===== config.mk =====
export PLATFORM = sky130hd
export DESIGN_NAME = multiply_control
export DESIGN_NICKNAME = d
export VERILOG_FILES = /design/src/rtl/multiply_control.sv
export SDC_FILE = /design/constraint.sdc
export NUM_CORES = 1
export LEC_CHECK = 0
export ABC_AREA = 1
export CORE_MARGIN = 5
export CORE_UTILIZATION = 50
export DETAILED_ROUTE_END_ITERATION = 6
export GPL_TIMING_DRIVEN = 0
export PLACE_DENSITY = 0.85
export SLEW_MARGIN = 30
export SYNTH_ARGS = -nofsm -noshare
export SYNTH_HDL_FRONTEND = slang
export SYNTH_SLANG_ARGS = --single-unit

===== constraint.sdc =====
create_clock -name clk -period 1.9 [get_ports clk]
set_input_delay 0.38 -clock clk [delete_from_list [all_inputs] [get_ports clk]]
set_output_delay 0.38 -clock clk [all_outputs]
set_load 0.02 [all_outputs]

===== src/rtl/multiply_control.sv =====
// Sequencer for a shift-and-add multiplier: walks the multiplier bits via
// product_lsb and issues load/add/shift strobes, all driven straight from flops.
module multiply_control #(
    parameter int WIDTH = 32,
    parameter int CW    = $clog2(WIDTH) + 1
) (
    input  logic          clk,
    input  logic          rst,
    input  logic          start,
    input  logic          abort,
    input  logic          product_lsb,
    output logic          w_ctrl_Multiplicand,
    output logic          w_ctrl_Product,
    output logic          add_en,
    output logic          shift_en,
    output logic          busy,
    output logic          done,
    output logic [CW-1:0] iter_count
);

    typedef enum logic [2:0] {
        IDLE,
        LOAD,
        TEST,
        ADD,
        SHIFT,
        DONE
    } state_e;

    localparam logic [CW-1:0] LAST_ITER = CW'(WIDTH - 1);

    state_e        state_q, state_d;
    logic [CW-1:0] iter_q, iter_d;
    logic          load_q, add_q, shift_q, busy_q, done_q;

    always_comb begin
        // NOTE: defaults first so every path assigns every signal; no latches.
        state_d = state_q;
        iter_d  = iter_q;
        // Abort outranks start even in IDLE; DONE always completes its pulse.
        if (abort && state_q != DONE) begin
            state_d = IDLE;
        end else begin
            unique case (state_q)
                IDLE: begin
                    if (start) begin
                        state_d = LOAD;
                        iter_d  = '0;
                    end
                end
                LOAD:  state_d = TEST;
                TEST:  state_d = product_lsb ? ADD : SHIFT;
                ADD:   state_d = SHIFT;
                SHIFT: begin
                    iter_d  = iter_q + CW'(1);
                    state_d = (iter_q == LAST_ITER) ? DONE : TEST;
                end
                DONE:    state_d = IDLE;
                default: state_d = IDLE;
            endcase
        end
    end

    // Strobes are decoded from the next state and registered, so each one is
    // high exactly while the FSM sits in its state and comes from a flop.
    // NOTE: sequential state uses non-blocking assignments only.
    always_ff @(posedge clk or negedge rst) begin
        if (!rst) begin
            state_q <= IDLE;
            iter_q  <= '0;
            load_q  <= 1'b0;
            add_q   <= 1'b0;
            shift_q <= 1'b0;
            busy_q  <= 1'b0;
            done_q  <= 1'b0;
        end else begin
            state_q <= state_d;
            iter_q  <= iter_d;
            load_q  <= (state_d == LOAD);
            add_q   <= (state_d == ADD);
            shift_q <= (state_d == SHIFT);
            busy_q  <= (state_d != IDLE);
            done_q  <= (state_d == DONE);
        end
    end

    assign w_ctrl_Multiplicand = load_q;
    assign w_ctrl_Product      = load_q;
    assign add_en              = add_q;
    assign shift_en            = shift_q;
    assign busy                = busy_q;
    assign done                = done_q;
    assign iter_count          = iter_q;

endmodule


### After elaboration in Yosys (flattened, before gate mapping)

Cells that the tools add are included.

| storage, ports and cells | value |
|---|---|
| register bits after elaboration | 14 |
| latch bits | 0 |
| bits in writable memories | 0 |
| bits in read-only memories | 0 |
| bits of input ports | 5 |
| output and inout port bits | 12 |
| logic and storage cells | 32 |
| memories kept | 0 |

| cells by class | value |
|---|---|
| $add $sub $neg | 1 |
| $mul | 0 |
| div/mod/pow operators | 0 |
| $lt $le $gt $ge | 0 |
| equal/unequal tests | 11 |
| shift-type cells | 0 |
| multiplexer cells | 7 |
| bitwise logic cells | 1 |
| reductions and logical operators | 5 |

Operator list:

| kind | number |
|---|---|
| one-hot mux 3 bit (5 select lines) | 1 |
| two-way mux 3 bit | 4 |
| one-hot mux 6 bit (2 select lines) | 1 |
| == test 3 x 2 -> 1 bit (second input constant) | 3 |
| == test 3 bit (second input constant) | 3 |
| adder 6 x 1 -> 6 bit (second input constant) | 1 |
| == test 3 x 1 -> 1 bit (second input constant) | 2 |
| == test 6 x 5 -> 1 bit (second input constant) | 1 |
| two-way mux 6 bit | 1 |
| zero test 3 bit | 1 |
| != test 3 bit (second input constant) | 1 |
| AND reduction 3 bit | 1 |
| nonzero test 3 bit | 1 |
| != test 2 bit (second input constant) | 1 |
| nonzero test 2 bit | 1 |
| logical AND 1 bit | 1 |
| inverter 1 bit | 1 |

### Logic depth before layout (Yosys ltp)

Gate-level depths: netlist (run 1).

| depth | value |
|---|---|
| depth after elaboration | 5 |
| mapped depth | 9 |
| depth with buffers taken out | 9 |

### Worst setup path before layout (run 1)

No wires, ideal clock.

| timing path | value |
|---|---|
| path kind | flip-flop to flip-flop |
| start | register iter_q[0], in the netlist iter_count[0] |
| end | register shift_q, in the netlist shift_en |
| setup time | 118 ps |
| arrival time | 1265 ps |
| required time | 1782 ps |
| slack | 517 ps |
| cell stages (with the launch flop) | 9 |
| path buffers | 0 |
| period minus slack after synthesis | 1383 ps |
| cell sequence | dfrtp_1 > ha_1 > nand3_2 > nor2_4 > nand2_4 > nand2_2 > nand2_2 > nand2_1 > nor2_1 |

| between the ends | value |
|---|---|
| cells in the longest elaborated chain, start to end | 5 |

RTL lines:

| item | RTL line | text |
|---|---|---|
| from (decl) | 33 | `logic [CW-1:0] iter_q, iter_d;` |
| from (signal assigned) | 78 | `iter_q <= iter_d;` |
| == test 6 x 5 -> 1 bit | 56 | `state_d = (iter_q == LAST_ITER) ? DONE : TEST;` |
| two-way mux 3 bit | 56 |  |
| one-hot mux 3 bit (5 select lines) | 44 | `unique case (state_q)` |
| two-way mux 3 bit | 41 | `if (abort && state_q != DONE) begin` |
| == test 3 bit | 81 | `shift_q <= (state_d == SHIFT);` |
| to (signal assigned) | 81 |  |
| to (decl) | 34 | `logic load_q, add_q, shift_q, busy_q, done_q;` |

No other way between the ends.
A chain may end at the register's enable or synchronous reset.

### Worst setup path in the final report (run 1)

| timing path | value |
|---|---|
| start | register iter_q[2], in the netlist iter_count[2] |
| end | output port iter_count[2] |

RTL lines:

| item | RTL line | text |
|---|---|---|
| to (decl) | 18 | `output logic [CW-1:0] iter_count` |

No word-level cell between the ends.

==> metrics.md, run 1 <==
| Metric | Value |
|---|---|
| Tcrit/Tclk final | `93.0%` |
| Layout cells sized above 1 | `14.8%` |
| GP Congestion | `0.888` |
| Post-Route WL | `1690 um` |
| Final Max Tran Viols | `0` |
| Total gr overflow | `0` |
| Starting Density | `52.9%` |
| Seq/Total Area, Yosys | `44.0%` |
| Hpwl dp | `1320 um` |
| Tmin final | `1770 ps` |
| Worst-Skew Late Latency | `290 ps` |
| Starting DRT DRC Count | `12` |
| Placed insts | `134` |
| Maximum buffer depth of the clock tree | `2` |
| Area of the multi-input gates | `369 um2` |
| Pleak | `0.532 nW` |
| RSZ-0062 raised after global routing | `false` |
| Max Clock Skew | `4.79 ps` |
| Critical path data required time | `1520 ps` |
| Commonest cells after routing, fill and taps aside | `nand2_1, inv_1, clkdlybuf4s50_1` |
| Cell family with most CP delay | `buffers and inverters` |
| Most common cell after layout, fill and taps aside | `nand2_1` |
| DR vias/cell | `5.30` |
| Number of global-route vias before repair | `744` |
| Crit path from | `iter_count[2]` |
| # diodes | `0` |
| DR vias | `731` |
| CTS tree | `built` |
| Die width | `49.9 um` |
| Die height | `49.9 um` |
| CORE AREA | `0.00151 mm2` |
| Number of CTS-inserted buffers | `3` |
| Slew HR | `58.4%` |
| Average size of a mapped cell | `7.81 um2` |
| Final #Nets | `129` |
| Cell row count | `14` |
| # H-tree levels | `1` |
| Synthesized instance count | `102` |
| FF-to-FF Start | `iter_count[0]` |
| Fmax | `566 MHz` |
| Max Fanout on Critical Path | `6` |
| Power Density | `752 mW/mm2` |
| CTS resizes | `0` |
| CTS hold repair buffers | `0` |
| Number of antenna violations at the first check in global routing | `0` |
| CP peak stage delay | `640 ps` |
| Total Die Area | `0.00249 mm2` |
| Final cell count without fillers | `138` |
| Hold/Removal Path Class | `input port to async pin` |
| Actual slew at the worst max-slew pin | `621 ps` |
| Seq. cell area | `350 um2` |
| Worst path depth | `1` |
| Clk pin slew, worst setup/hold paths | `90 ps` |
| First-pass GRT wire length | `2970 um` |
| Total GRT Usage | `15.0%` |
| Clock Sinks | `14` |
| WP buf/inv | `1` |
| Remaining DRCs | `0` |
| Setup TNS | `0 ps` |
| Mapped Nets | `108` |
| Maxcap violations | `0` |
| Clock root buffer | `clkbuf_4` |
| #FFs+latches synth | `14` |
| Final setup violation count | `0` |
| Netlist cell types | `20` |
| Status | `finished clean` |
| DRT antenna net count | `0` |
| Largest net degree at the start of global routing | `15` |
| Crit Path Category | `register to output pin` |
| Postcts setup bufs | `0` |
| Layout fillers | `127` |
| R2R cell count | `9` |
| Mapped Area | `797 um2` |
| Slowest CP cell | `clkdlybuf4s50_1` |
| Syn. warnings | `0` |
| Area Growth Syn to Fin | `27.2%` |
| First-pass DRT Iterations | `4` |
| Type of origin of the critical path | `register` |
| Number of I/O port buffers | `16` |
| Post-DR wirelength/cell | `12.3 um` |
| Total I/O pin count | `17` |
| Critical Path Sink Type | `output pin` |
| Worst EP arrival | `1390 ps` |
| Fin Hold WS | `472 ps` |
| Worst VDD drop | `0.576 mV` |
| Worst-path cell chain | `clkdlybuf4s50_1` |
| Final hold vios | `0` |
==> report_power, final <==
part           leakage (nW)  total [mW]  internal (mW)  switching, mW
Sequential            0.191       0.342          0.320         0.0219
Clock                0.0210       0.219          0.117          0.102
Combinational         0.320       0.201         0.0786          0.122
==> kinds of logic after synthesis <==
group / share of synthesized area, %
AOI/OAI and AO/OA: 6.91
adders and majority gates: 1.57
buffers and inverters: 9.73
DFF: 44.0
and+or+nand+nor: 37.8
==> flip-flops by register name, indices dropped and copies added (netlist names) <==
signal,count
iter_count,6
state_q,3
add_en,1
busy,1
done,1
shift_en,1
w_ctrl_Multiplicand,1
==> worst paths after layout <==
check                                 to  slack, ps
setup reg to reg                shift_en        500
setup / recovery           iter_count[2]        130
min in group clk           iter_count[5]        550
hold / removal             iter_count[3]        470
hold reg to reg            iter_count[5]        550
max in group asynchronous         add_en       1020
==> area by class of cell <==
class | instances | area share [%]
Sequential cell | 14 | 34.6
Inverter | 18 | 6.91
Tap cell | 16 | 1.98
Buffer | 1 | 0.741
Timing Repair Buffer | 16 | 15.8
Clock buffer | 4 | 3.58
Multi-Input combinational cell | 69 | 36.4
==> per-layer routing <==
metal	vias to the layer above	part of all wire [%]	global-route usage, %
li1	360	-	-
met5	-	0	0
met2	32	51	26.9
met4	0	2.1	8.73
met3	6	7.9	2.71
met1	333	39	16.1
==> stage by stage <==
step	total power, mW	cell area [um2]	setup WS, ps	util (%)
5_1_grt	0.812	1010	84.5	67.3
3_5_place_dp	0.549	977	313	64.9
6_report	0.762	1010	133	67.3
2_1_floorplan	0.471	797	517	-
3_3_place_gp	0.540	977	361	64.9
4_1_cts	0.765	1010	129	67.3
==> Yosys cell counts <==
master,count,area [um2]
inv_1,16,60.1
nand3_2,1,10.0
buf_4,1,7.51
o21ai_4,1,16.3
dfrtp_1,14,350
nor2_1,10,37.5
nand2_2,4,25.0
ha_1,1,12.5
nand2_4,1,11.3
nand2_1,28,105
inv_4,1,6.26
nor2_4,2,22.5
nand4_1,5,31.3
a21oi_2,1,8.76
nor3_4,1,16.3
nand3b_1,1,7.51
a21oi_1,1,5.00
inv_2,1,3.75
nand3_1,7,35.0
o21ai_0,5,25.0
Note: power is estimated with default switching activity, not from simulation.
==> run 2: changes to the inputs <==
--- a/constraint.sdc
+++ b/constraint.sdc
@@ -3,2 +3,2 @@
 set_output_delay 0.38 -clock clk [all_outputs]
-set_load 0.02 [all_outputs]
+set_load 0.005 [all_outputs]
==> results of run 2 <==
The final DEF is identical to that of run 1. Status: finished clean.
Main changes from that run: setup slack after layout 133 ps -> 236 ps; total power 0.762 mW -> 0.741 mW; worst IR drop on VDD 0.576 mV -> 0.547 mV
